===== src/rtl/dram_halfword_bridge_if.sv =====
// Bus bundle between the MCU DRAM port, the halfword bridge and the 16-bit memory controller.
// The bridge uses the slave view; the MCU/controller side uses the master view.
interface dram_halfword_bridge_if #(parameter int ADDR_BITS = 24);
  logic [ADDR_BITS-1:0] mem_addr;
  logic                 mem_read_en;
  logic                 mem_write_en;
  logic [3:0]           mem_byte_enable;
  logic [31:0]          mem_write_data;
  logic                 mem_ack;
  logic [31:0]          mem_read_data;
  logic                 busy;
  logic                 ctl_req;
  logic                 ctl_we;
  logic [ADDR_BITS:0]   ctl_addr;
  logic [1:0]           ctl_be;
  logic [15:0]          ctl_wdata;
  logic                 ctl_ready;
  logic [15:0]          ctl_rdata;
  logic                 ctl_rvalid;

  modport slave (
    input  mem_addr, mem_read_en, mem_write_en, mem_byte_enable, mem_write_data,
    input  ctl_ready, ctl_rdata, ctl_rvalid,
    output mem_ack, mem_read_data, busy,
    output ctl_req, ctl_we, ctl_addr, ctl_be, ctl_wdata
  );

  modport master (
    output mem_addr, mem_read_en, mem_write_en, mem_byte_enable, mem_write_data,
    output ctl_ready, ctl_rdata, ctl_rvalid,
    input  mem_ack, mem_read_data, busy,
    input  ctl_req, ctl_we, ctl_addr, ctl_be, ctl_wdata
  );
endinterface


===== src/rtl/dram_halfword_bridge.sv =====
// Splits 32-bit MCU word accesses into up to two 16-bit controller transfers
// and reassembles read data little-endian.
module dram_halfword_bridge #(
  parameter int ADDR_BITS = 24
) (
  input  logic                  clk,
  input  logic                  reset_n,
  input  logic                  sync_reset,
  dram_halfword_bridge_if.slave bus
);

  typedef enum logic [2:0] {IDLE, LO_REQ, LO_WAIT, HI_REQ, HI_WAIT, DONE} state_t;

  state_t               r_state;
  state_t               w_next;
  logic [ADDR_BITS-1:0] r_addr;
  logic [3:0]           r_be;
  logic [31:0]          r_wdata;
  logic                 r_we;
  logic [15:0]          r_rlo;
  logic [31:0]          r_rdata;

  logic                 w_capture;
  logic                 w_req;
  logic                 w_we;
  logic [ADDR_BITS:0]   w_addr;
  logic [1:0]           w_be;
  logic [15:0]          w_wdata;
  logic                 w_ack;

  assign w_capture = (r_state == IDLE) && (bus.mem_write_en || bus.mem_read_en);

  always_ff @(posedge clk or negedge reset_n) begin
    if (!reset_n) begin
      r_state <= IDLE;
      r_addr  <= '0;
      r_be    <= '0;
      r_wdata <= '0;
      r_we    <= 1'b0;
      r_rlo   <= '0;
      r_rdata <= '0;
    end else if (sync_reset) begin
      r_state <= IDLE;
      r_addr  <= '0;
      r_be    <= '0;
      r_wdata <= '0;
      r_we    <= 1'b0;
      r_rlo   <= '0;
      r_rdata <= '0;
    end else begin
      r_state <= w_next;
      if (w_capture) begin
        r_addr  <= bus.mem_addr;
        r_be    <= bus.mem_byte_enable;
        r_wdata <= bus.mem_write_data;
        r_we    <= bus.mem_write_en;
      end
      // Low half is staged so the visible read word only changes at completion
      if (r_state == LO_WAIT && bus.ctl_rvalid)
        r_rlo <= bus.ctl_rdata;
      if (r_state == HI_WAIT && bus.ctl_rvalid)
        r_rdata <= {bus.ctl_rdata, r_rlo};
    end
  end

  always_comb begin
    w_next  = r_state;
    w_req   = 1'b0;
    w_we    = 1'b0;
    w_addr  = '0;
    w_be    = 2'b00;
    w_wdata = 16'h0000;
    w_ack   = 1'b0;
    case (r_state)
      IDLE: begin
        // Write wins when both enables arrive together
        if (bus.mem_write_en) begin
          if (bus.mem_byte_enable[1:0] != 2'b00)      w_next = LO_REQ;
          else if (bus.mem_byte_enable[3:2] != 2'b00) w_next = HI_REQ;
          else                                        w_next = DONE;
        end else if (bus.mem_read_en) begin
          w_next = LO_REQ;
        end
      end
      LO_REQ: begin
        w_req   = 1'b1;
        w_we    = r_we;
        w_addr  = {r_addr, 1'b0};
        w_be    = r_we ? r_be[1:0] : 2'b11;
        w_wdata = r_wdata[15:0];
        if (bus.ctl_ready) begin
          if (!r_we)                  w_next = LO_WAIT;
          else if (r_be[3:2] != 2'b00) w_next = HI_REQ;
          else                        w_next = DONE;
        end
      end
      LO_WAIT: begin
        if (bus.ctl_rvalid) w_next = HI_REQ;
      end
      HI_REQ: begin
        w_req   = 1'b1;
        w_we    = r_we;
        w_addr  = {r_addr, 1'b1};
        w_be    = r_we ? r_be[3:2] : 2'b11;
        w_wdata = r_wdata[31:16];
        if (bus.ctl_ready) w_next = r_we ? DONE : HI_WAIT;
      end
      HI_WAIT: begin
        if (bus.ctl_rvalid) w_next = DONE;
      end
      DONE: begin
        w_ack  = 1'b1;
        w_next = IDLE;
      end
      default: w_next = IDLE;
    endcase
  end

  assign bus.ctl_req       = w_req;
  assign bus.ctl_we        = w_we;
  assign bus.ctl_addr      = w_addr;
  assign bus.ctl_be        = w_be;
  assign bus.ctl_wdata     = w_wdata;
  assign bus.mem_ack       = w_ack;
  assign bus.busy          = (r_state != IDLE);
  assign bus.mem_read_data = r_rdata;

endmodule


===== src/flat_wrapper.sv =====
// flat-port wrapper written by rule: the top's interface ports become plain ports
module dram_halfword_bridge_flat 
#(
  parameter int ADDR_BITS = 24
)
  (clk, reset_n, sync_reset, bus_mem_addr, bus_mem_read_en, bus_mem_write_en, bus_mem_byte_enable, bus_mem_write_data, bus_ctl_ready, bus_ctl_rdata, bus_ctl_rvalid, bus_mem_ack, bus_mem_read_data, bus_busy, bus_ctl_req, bus_ctl_we, bus_ctl_addr, bus_ctl_be, bus_ctl_wdata);
  dram_halfword_bridge_if #(.ADDR_BITS(ADDR_BITS)) bus_i ();
  input  logic clk;
  input  logic reset_n;
  input  logic sync_reset;
  input wire logic [$bits(bus_i.mem_addr)-1:0] bus_mem_addr;
  input wire logic [$bits(bus_i.mem_read_en)-1:0] bus_mem_read_en;
  input wire logic [$bits(bus_i.mem_write_en)-1:0] bus_mem_write_en;
  input wire logic [$bits(bus_i.mem_byte_enable)-1:0] bus_mem_byte_enable;
  input wire logic [$bits(bus_i.mem_write_data)-1:0] bus_mem_write_data;
  input wire logic [$bits(bus_i.ctl_ready)-1:0] bus_ctl_ready;
  input wire logic [$bits(bus_i.ctl_rdata)-1:0] bus_ctl_rdata;
  input wire logic [$bits(bus_i.ctl_rvalid)-1:0] bus_ctl_rvalid;
  output wire logic [$bits(bus_i.mem_ack)-1:0] bus_mem_ack;
  output wire logic [$bits(bus_i.mem_read_data)-1:0] bus_mem_read_data;
  output wire logic [$bits(bus_i.busy)-1:0] bus_busy;
  output wire logic [$bits(bus_i.ctl_req)-1:0] bus_ctl_req;
  output wire logic [$bits(bus_i.ctl_we)-1:0] bus_ctl_we;
  output wire logic [$bits(bus_i.ctl_addr)-1:0] bus_ctl_addr;
  output wire logic [$bits(bus_i.ctl_be)-1:0] bus_ctl_be;
  output wire logic [$bits(bus_i.ctl_wdata)-1:0] bus_ctl_wdata;
  assign bus_i.mem_addr = bus_mem_addr;
  assign bus_i.mem_read_en = bus_mem_read_en;
  assign bus_i.mem_write_en = bus_mem_write_en;
  assign bus_i.mem_byte_enable = bus_mem_byte_enable;
  assign bus_i.mem_write_data = bus_mem_write_data;
  assign bus_i.ctl_ready = bus_ctl_ready;
  assign bus_i.ctl_rdata = bus_ctl_rdata;
  assign bus_i.ctl_rvalid = bus_ctl_rvalid;
  assign bus_mem_ack = bus_i.mem_ack;
  assign bus_mem_read_data = bus_i.mem_read_data;
  assign bus_busy = bus_i.busy;
  assign bus_ctl_req = bus_i.ctl_req;
  assign bus_ctl_we = bus_i.ctl_we;
  assign bus_ctl_addr = bus_i.ctl_addr;
  assign bus_ctl_be = bus_i.ctl_be;
  assign bus_ctl_wdata = bus_i.ctl_wdata;
  dram_halfword_bridge #(.ADDR_BITS(ADDR_BITS)) u_core (.clk(clk), .reset_n(reset_n), .sync_reset(sync_reset), .bus(bus_i));
endmodule

===== config.mk =====
export PLATFORM = sky130hd
export DESIGN_NAME = dram_halfword_bridge_flat
export DESIGN_NICKNAME = d
export VERILOG_FILES = /design/src/rtl/dram_halfword_bridge_if.sv /design/src/rtl/dram_halfword_bridge.sv /design/src/flat_wrapper.sv
export SDC_FILE = /design/constraint.sdc
export NUM_CORES = 1
export LEC_CHECK = 0
export ABC_AREA = 1
export CORE_UTILIZATION = 35
export DETAILED_ROUTE_END_ITERATION = 16
export PLACE_DENSITY = 0.74
export SYNTH_ARGS = -nofsm -noshare
export SYNTH_HDL_FRONTEND = slang
export SYNTH_SLANG_ARGS = --single-unit

===== constraint.sdc =====
create_clock -name clk -period 1.65 [get_ports clk]
set_input_delay 0.165 -clock clk [delete_from_list [all_inputs] [get_ports clk]]
set_output_delay 0.165 -clock clk [all_outputs]
set_load 0.005 [all_outputs]

Yosys cells after proc, flatten, opt, wreduce, memory -nomap -nowiden

Index checks and enable logic that the tools add are counted.

Input port bits: 83
Register bits: 112
Latch bits: 0
Word-level logic and storage cells: 64
Memories kept: 0
Output and inout port bits: 79
Bits in read-only memories: 0
RAM bits: 0

Add/subtract/negate cells: 0
Reductions and logical operators: 14
Equal/unequal tests: 10
$mul: 0
Shift-type cells: 0
Magnitude comparators: 0
Mux-type cells: 33
Divide/modulo/power cells: 0
Bitwise operators: 0

Operators with widths:

| cell                                                 | count |
|---|---|
| 2-to-1 mux 32 bit                                    | 4 |
| one-hot mux 25 bit (2 select lines)                  | 1 |
| 2-to-1 mux 24 bit                                    | 2 |
| 2-to-1 mux 3 bit                                     | 11 |
| 2-to-1 mux 16 bit                                    | 2 |
| one-hot mux 16 bit (2 select lines)                  | 1 |
| one-hot mux 3 bit (5 select lines)                   | 1 |
| != test 3 bit (second input constant)                | 4 |
| nonzero test 2 bit                                   | 6 |
| 2-to-1 mux 4 bit                                     | 2 |
| equality test 3 x 2 -> 1 bit (second input constant) | 2 |
| equality test 3 bit (second input constant)          | 2 |
| 2-to-1 mux 1 bit                                     | 6 |
| AND reduction 5 bit                                  | 1 |
| 2-to-1 mux 2 bit                                     | 2 |
| != test 4 bit (second input constant)                | 1 |
| one-hot mux 2 bit (2 select lines)                   | 1 |
| equality test 3 x 1 -> 1 bit (second input constant) | 1 |
| logical AND 1 bit                                    | 3 |
| zero test 3 bit                                      | 1 |
| nonzero test 3 bit                                   | 1 |
| OR reduction 2 bit                                   | 1 |
| logical OR 1 bit                                     | 1 |

Depth between registers and ports, before layout

Gate-level depths: netlist (run 1).

Word-level depth: 6
Mapped depth: 9

Worst setup path before layout (run 1)

OpenSTA, ideal clock, no wires.

Kind: reg-to-output
Start point: register u_core.r_state[2]
End point: output port bus_ctl_wdata[10]
Cell stages (with the launch flop): 7
Data required time: 1.485 ns
Data arrival time: 1.223 ns
Setup slack: 0.262 ns
Cell sequence: dfrtp_1 > inv_2 > nand2_2 > nor2_2 > inv_2 > buf_2 > o22ai_1

Word-level cells in the longest chain between the ends: 2
Elaborated cells between the ends (all ways): 3
Classes of those cells: 2 x eq/ne; 1 x mux

RTL lines:

| element                                                                      | RTL line                   | source |
|---|---|---|
| start: declaration                                                           | dram_halfword_bridge.sv:14 | `state_t r_state;` |
| start signal: assignment                                                     | dram_halfword_bridge.sv:51 | `r_state <= w_next;` |
| equality test 3 x 2 -> 1 bit or equality test 3 x 1 -> 1 bit (tied branches) | dram_halfword_bridge.sv:74 | `case (r_state)` |
| one-hot mux 16 bit (2 select lines) *                                        | dram_halfword_bridge.sv:74 |  |
| end: declaration                                                             | flat_wrapper.sv:26         | `output wire logic [$bits(bus_i.ctl_wdata)-1:0] bus_ctl_wdata;` |

Mark *: on every way between the ends. The rest lies on a longest branch, timed or not.

Worst setup path after layout (run 1)

Start point: register u_core.r_state[2]
End point: output port bus_ctl_wdata[7]

Same word-level chain as after synthesis.

==> results of run 1 <==
## per-layer routing
metal	up-vias	GRT usage	share of wire	wire, um
met4	0	0.09563	0.039	665
met3	45	0.03782	0.059	1000
met5	-	0	0	0
li1	2318	-	-	-
met2	162	0.3171	0.48	8184
met1	2369	0.2494	0.42	7047
## cell families after synthesis
kind of cell / synth area share
AO/OA/AOI/OAI: 0.1330
buffers and inverters: 0.1232
flip-flops: 0.5465
AND/OR/NAND/NOR: 0.1974
## power by group through the flow
| stage | Clock, uW | Sequential (uW) | Combinational [uW] |
|---|---|---|---|
| after global placement | 0 | 3510 | 3450 |
| after detailed placement | 0 | 3530 | 3480 |
| after CTS | 2300 | 3470 | 3710 |
| after floorplan | 0 | 3520 | 2070 |
| after global routing | 2420 | 3540 | 6290 |
| final | 2260 | 3490 | 5920 |
## flip-flops by register name, summed over array words and instances, names as in the netlist
| name | count |
|---|---|
| u_core.bus.mem_read_data | 32 |
| u_core.r_addr | 24 |
| u_core.r_be | 4 |
| u_core.r_rlo | 16 |
| u_core.r_state | 3 |
| u_core.r_wdata | 32 |
| u_core.r_we | 1 |
## worst max-delay path: stages, from the launching register on
cell and delay (ns):
dfrtp_1 0.40, inv_2 0.11, nand2_8 0.08, nor2_4 0.14
clkinv_4 0.13, buf_8 0.16, o22ai_1 0.09, buf_2 0.13
## cell usage after synthesis (4+ instances only)
master     n  area [sq um]
dfrtp_1  112          2803
inv_1     99         371.6
nand2_1   95         356.6
nand3_1   74         370.4
o21ai_0   57         285.3
nor2_1    48         180.2
o21ai_1   29         145.1
o22ai_1   16         100.1
buf_2     13         65.06
o21ai_2   13         113.9
buf_6     11         123.9
buf_4      5         37.54
inv_2      4         15.01
## cell type report
type	count	area share
clock buffers	11	0.02988
clock inverters	5	0.006508
inverters	103	0.04718
multi-input cells	348	0.2779
flip-flops and latches	112	0.3313
well taps	180	0.02662
repair buffers	227	0.2798
repair inverters	1	0.0007395
## metrics by stage
stage                     instances  hold WS [ns]  total power [uW]  setup slack [ns]  cell area [sq um]
after floorplan                 595       -0.1306              5585            0.2620               5129
after global placement          929       0.06001              6963           0.01803               7000
after detailed placement        929       0.05944              7018          -0.03413               7000
after CTS                       956        0.2238              9479           -0.1387               7362
after global routing            987        0.2472             12250           -0.1691               8459
final                           987        0.2305             11670           -0.1102               8459
## final timing paths
kind | from | to | slack (ns)
setup / recovery | u_core.r_state[2] | bus_ctl_wdata[7] | -0.11
hold / removal | reset_n | u_core.r_wdata[2] | 0.23
setup reg to reg | u_core.r_state[0] | u_core.bus.mem_read_data[28] | -0.04
hold reg to reg | u_core.bus.mem_read_data[18] | u_core.bus.mem_read_data[18] | 0.48
max in group asynchronous | reset_n | u_core.r_rlo[12] | 0.79
min in group clk | bus_mem_write_data[5] | u_core.r_wdata[5] | 0.37
## timing repair
item	CTS	global route
endpoints found under the hold margin	87	0
pin swaps	3	30
setup buffers	9	18
gates cloned	1	15
endpoints found under the setup margin	48	151
gates resized for setup	116	240
hold buffers	1	0
==> flow_metrics.env, run 1 <==
export IMPL_combinationalPowerShare=0.507
export IMPL_n_fill_cell=1178
export IMPL_wl_per_cell_um=17.12
export IMPL_grt_first_pass_wirelength_um=22470
export IMPL_synth_edf_count=0
export IMPL_die_area_sq_um=15140
export IMPL_die_w_um=123.1
export IMPL_violations="setup timing"
export IMPL_final_util=0.6001
export IMPL_cp_required_ns=1.48
export IMPL_seqPwrFrac=0.299
export IMPL_htreeDepth=3
export IMPL_async_flop_share=1.000
export IMPL_pwr_density_cell_nw_per_um2=1379
export IMPL_status="finished with violations"
export IMPL_total_leakage_power_uw=0.003978
export IMPL_cts_buffers=9
export IMPL_die_height_um=123.1
export IMPL_swShare=0.3734
export IMPL_power_frac_clock=0.194
export IMPL_end_kind="primary output"
export IMPL_gp_congestion=0.8280
export IMPL_post_route_period_util=1.067
export IMPL_synthCells=595
export IMPL_finalNetCount=885
export IMPL_syn_nets=678
export IMPL_grt_overflow=0
export IMPL_layout_commonest_cell="clkdlybuf4s50_1"
export IMPL_ys_warn_count=0
export IMPL_synth_seq_cells=112
export IMPL_clk_insertion_delay_late_ns=0.36
export IMPL_final_seq_area_sq_um=2803
export IMPL_synth_cell_type_count=25
export IMPL_routed_via_density=4.958
export IMPL_antenna_found_initial=0
export IMPL_period_needed_ns=1.760
export IMPL_routed_wl_um=16900
export IMPL_portBuffers=161
export IMPL_row_count=43
export IMPL_start_util=0.3638
export IMPL_avgSynthCellArea_sq_um=8.620
export IMPL_setup_violations=42
export IMPL_critPathKind="flip-flop to primary output"
export IMPL_vias=4894
export IMPL_p_int_uw=7312
export IMPL_worst_slew_pin_slew_ns=0.3770
export IMPL_gr_usage_all_layers=0.1951
export IMPL_drtIter0Drc=271
export IMPL_final_hold_viol_count=0
export IMPL_multiInputGateArea_sq_um=2351
export IMPL_fin_setup_tns_ns=-1.781
export IMPL_cp_data_arrival_time_ns=1.60
export IMPL_worstHoldPathType="primary input to async pin"
export IMPL_fin_ws_ns=-0.1102
export IMPL_antenna_cells=0
export IMPL_crit_path_max_fanout=8
export IMPL_fin_skew_ns=0.006489
export IMPL_drive_gt1_frac=0.3209
export IMPL_ios=162
export IMPL_slew_headroom=0.7487
export IMPL_grt_pass1_vias=4473
export IMPL_p_sw_uw=4356
export IMPL_most_common_layout_cells="113 x clkdlybuf4s50_1, 112 x dfrtp_1, 98 x inv_1"
export IMPL_area_growth_pct=64.94
export IMPL_drv_slew=0
export IMPL_synth_area_sq_um=5129
export IMPL_r2r_cells=9
export IMPL_firstDrtPassIters=4
export IMPL_ant_nets=0
export IMPL_numClockSinks=112
export IMPL_grt_max_degree=53
export IMPL_start_kind="flip-flop"
export IMPL_root_buffer="clkbuf_16"
export IMPL_cts_tree="done"
export IMPL_remaining_drc_errors=0
export IMPL_clk_pin_slew_ns=0.08
export IMPL_irDropWorstVdd_uv=721.2
export IMPL_rsz0062_at_grt="yes"
export IMPL_coreArea_sq_um=14100
export IMPL_drv_cap=0
export IMPL_yosysSeqAreaShare=0.5465
export IMPL_ys_flop_type="dfrtp_1"
export IMPL_maxClockFrequency_ghz=0.5681
export IMPL_cts_path_max_buffers=2
export IMPL_dp_hpwl_um=9571
Power figures use the tool's default switching activity.
==> inputs of run 2 (changes only) <==
--- a/config.mk
+++ b/config.mk
@@ -6,6 +6,7 @@
 export NUM_CORES = 1
 export LEC_CHECK = 0
 export ABC_AREA = 1
+export CORE_ASPECT_RATIO = 0.75
 export CORE_UTILIZATION = 35
 export DETAILED_ROUTE_END_ITERATION = 16
 export PLACE_DENSITY = 0.74
==> run 2 against run 1 <==
  * The run still ends with setup timing left
  * Routed wire length rose by 1.5%
  * Count of clock-buffer cells in the layout fell by 1
  * Power fell by 3.6%
  * Highest routed layer unchanged
==> flow_metrics.env, run 2 (same netlist as run 1, synthesis figures left out) <==
export IMPL_start_kind="flip-flop"
export IMPL_p_sw_uw=4303
export IMPL_antenna_found_initial=0
export IMPL_drive_gt1_frac=0.2968
export IMPL_grt_first_pass_wirelength_um=23030
export IMPL_cp_required_ns=1.87
export IMPL_layout_commonest_cell="clkdlybuf4s50_1"
export IMPL_die_area_sq_um=15150
export IMPL_fin_skew_ns=0.009089
export IMPL_swShare=0.3825
export IMPL_worstHoldPathType="primary input to flip-flop"
export IMPL_portBuffers=161
export IMPL_end_kind="flip-flop"
export IMPL_grt_max_degree=113
export IMPL_drv_slew=0
export IMPL_power_frac_clock=0.194
export IMPL_numClockSinks=112
export IMPL_post_route_period_util=1.024
export IMPL_critPathKind="flip-flop to flip-flop"
export IMPL_p_int_uw=6946
export IMPL_r2r_slack_ns=-0.04
export IMPL_drtIter0Drc=301
export IMPL_max_stage_delay_ns=0.45
export IMPL_crit_path_max_fanout=12
export IMPL_remaining_drc_errors=0
export IMPL_cp_slowest_cell="dfrtp_2"
export IMPL_row_count=37
export IMPL_grt_pass1_vias=4483
export IMPL_setup_violations=55
export IMPL_period_needed_ns=1.690
export IMPL_worst_slew_pin_slew_ns=0.6067
export IMPL_maxClockFrequency_ghz=0.5918
export IMPL_violations="setup timing"
export IMPL_ant_nets=0
export IMPL_clk_pin_slew_ns=0.08
export IMPL_routed_wl_um=17160
export IMPL_path_cells="buf_6 -> buf_6 -> nor2_4 -> buf_6 -> nand2_8 -> o21ai_4 -> buf_12 -> clkbuf_16 -> o21ai_1"
export IMPL_firstDrtPassIters=5
export IMPL_start_util=0.3656
export IMPL_cts_path_max_buffers=2
export IMPL_total_leakage_power_uw=0.003909
export IMPL_clk_insertion_delay_late_ns=0.35
export IMPL_ios=162
export IMPL_htreeDepth=3
export IMPL_root_buffer="clkbuf_16"
export IMPL_most_common_layout_cells="113 x clkdlybuf4s50_1, 111 x dfrtp_1, 97 x inv_1"
export IMPL_cp_top_family="buffers and inverters"
export IMPL_grt_overflow=0
export IMPL_fin_ws_ns=-0.03980
export IMPL_pwr_density_cell_nw_per_um2=1367
export IMPL_rsz0062_at_grt="yes"
export IMPL_critPathMostFrequentCell="buf_6"
export IMPL_dp_hpwl_um=9477
export IMPL_cp_data_arrival_time_ns=1.91
export IMPL_whs_ns=0.3795
export IMPL_dpl_worst_slack_ns=-0.07398
export IMPL_seqPwrFrac=0.312
export IMPL_critPathBufInv=5
export IMPL_irDropWorstVdd_uv=652.1
export IMPL_drv_cap=0
export IMPL_final_hold_viol_count=0
export IMPL_vias=4828
export IMPL_die_height_um=106.8
export IMPL_gr_usage_all_layers=0.1926
export IMPL_coreArea_sq_um=14030
export IMPL_die_w_um=141.8
export IMPL_routed_via_density=4.843
export IMPL_wl_per_cell_um=17.21
export IMPL_antenna_cells=0
export IMPL_cts_buffers=9
export IMPL_cts_tree="done"
export IMPL_status="finished with violations"
export IMPL_area_growth_pct=60.48
export IMPL_finalNetCount=880
export IMPL_combinationalPowerShare=0.494
export IMPL_slew_headroom=0.5955
export IMPL_gp_congestion=0.8296
-- run 2: cell count changes in the layout (fill, tap and decap cells not counted), moves of 4 or more --
cell and delta:
buf_4 -6, nand2_2 +9, o21ai_1 +4, nand2_4 -7
buf_8 -4, dlymetal6s2s_1 +5, dlygate4sd2_1 -12, nand3_2 -27
clkbuf_2 +10, clkdlybuf4s15_1 -4, nand3_1 +29
-- run 2: through the flow --
stage | util | total power [uW] | instance area (sq um) | TNS (ns) | instances
final | 0.5867 | 11250 | 8230 | -0.9956 | 997
after global routing | 0.5867 | 11870 | 8230 | -8.130 | 997
after CTS | 0.5223 | 9351 | 7327 | -0.9468 | 963
after detailed placement | 0.4993 | 7073 | 7004 | -0.2850 | 942
after global placement | 0.4993 | 7000 | 7004 | -0.05713 | 942
after floorplan | - | 5585 | 5129 | 0 | 595
-- run 2: final cells by class --
class	instances	area, sq um
well taps	195	244.0
inverters	103	406.6
clock buffers	10	239.0
flip-flops and latches	112	2804
multi-input cells	348	2143
repair inverters	1	6.256
clock inverters	6	62.56
repair buffers	222	2325
fillers	1203	5797
-- run 2: routing by layer --
layer  track usage  up-vias  wire length (um)
met5             0        -                 0
met4       0.04378        0               164
met3       0.03886       15               971
met2        0.3023      164              8089
met1        0.2737     2349              7930
li1              -     2300                 -
-- run 2: worst paths after layout --
check,from,to,depth (start not counted)
max reg2reg,u_core.r_state[0],u_core.r_we,9
min reg2reg,u_core.bus.mem_read_data[21],u_core.bus.mem_read_data[21],2
min,bus_mem_write_data[26],u_core.r_wdata[26],3
min in group asynchronous,reset_n,u_core.r_addr[3],3
max in group asynchronous,reset_n,u_core.bus.mem_read_data[0],3
max,u_core.r_state[0],u_core.r_we,9
-- run 2: power groups by stage --
stage,sequential (uW),clock (uW),combinational [uW]
finish,3510,2190,5560
CTS,3480,2240,3630
global route,3560,2360,5950
floorplan,3520,0,2070
detailed placement,3540,0,3540
global placement,3510,0,3490
-- run 2: tightest hold or removal path, cell delays in order --
cell and delay [ns]:
clkdlybuf4s50_1 0.41, nand3_2 0.07, o21ai_1 0.05
-- run 2: what timing repair did --
item | in CTS | in global routing
setup buffers | 4 | 15
gates cloned | 0 | 20
hold buffers | 1 | 0
setup endpoints to repair | 47 | 127
endpoints found under the hold margin | 112 | 0
gates resized for setup | 117 | 210
pin swaps | 3 | 18
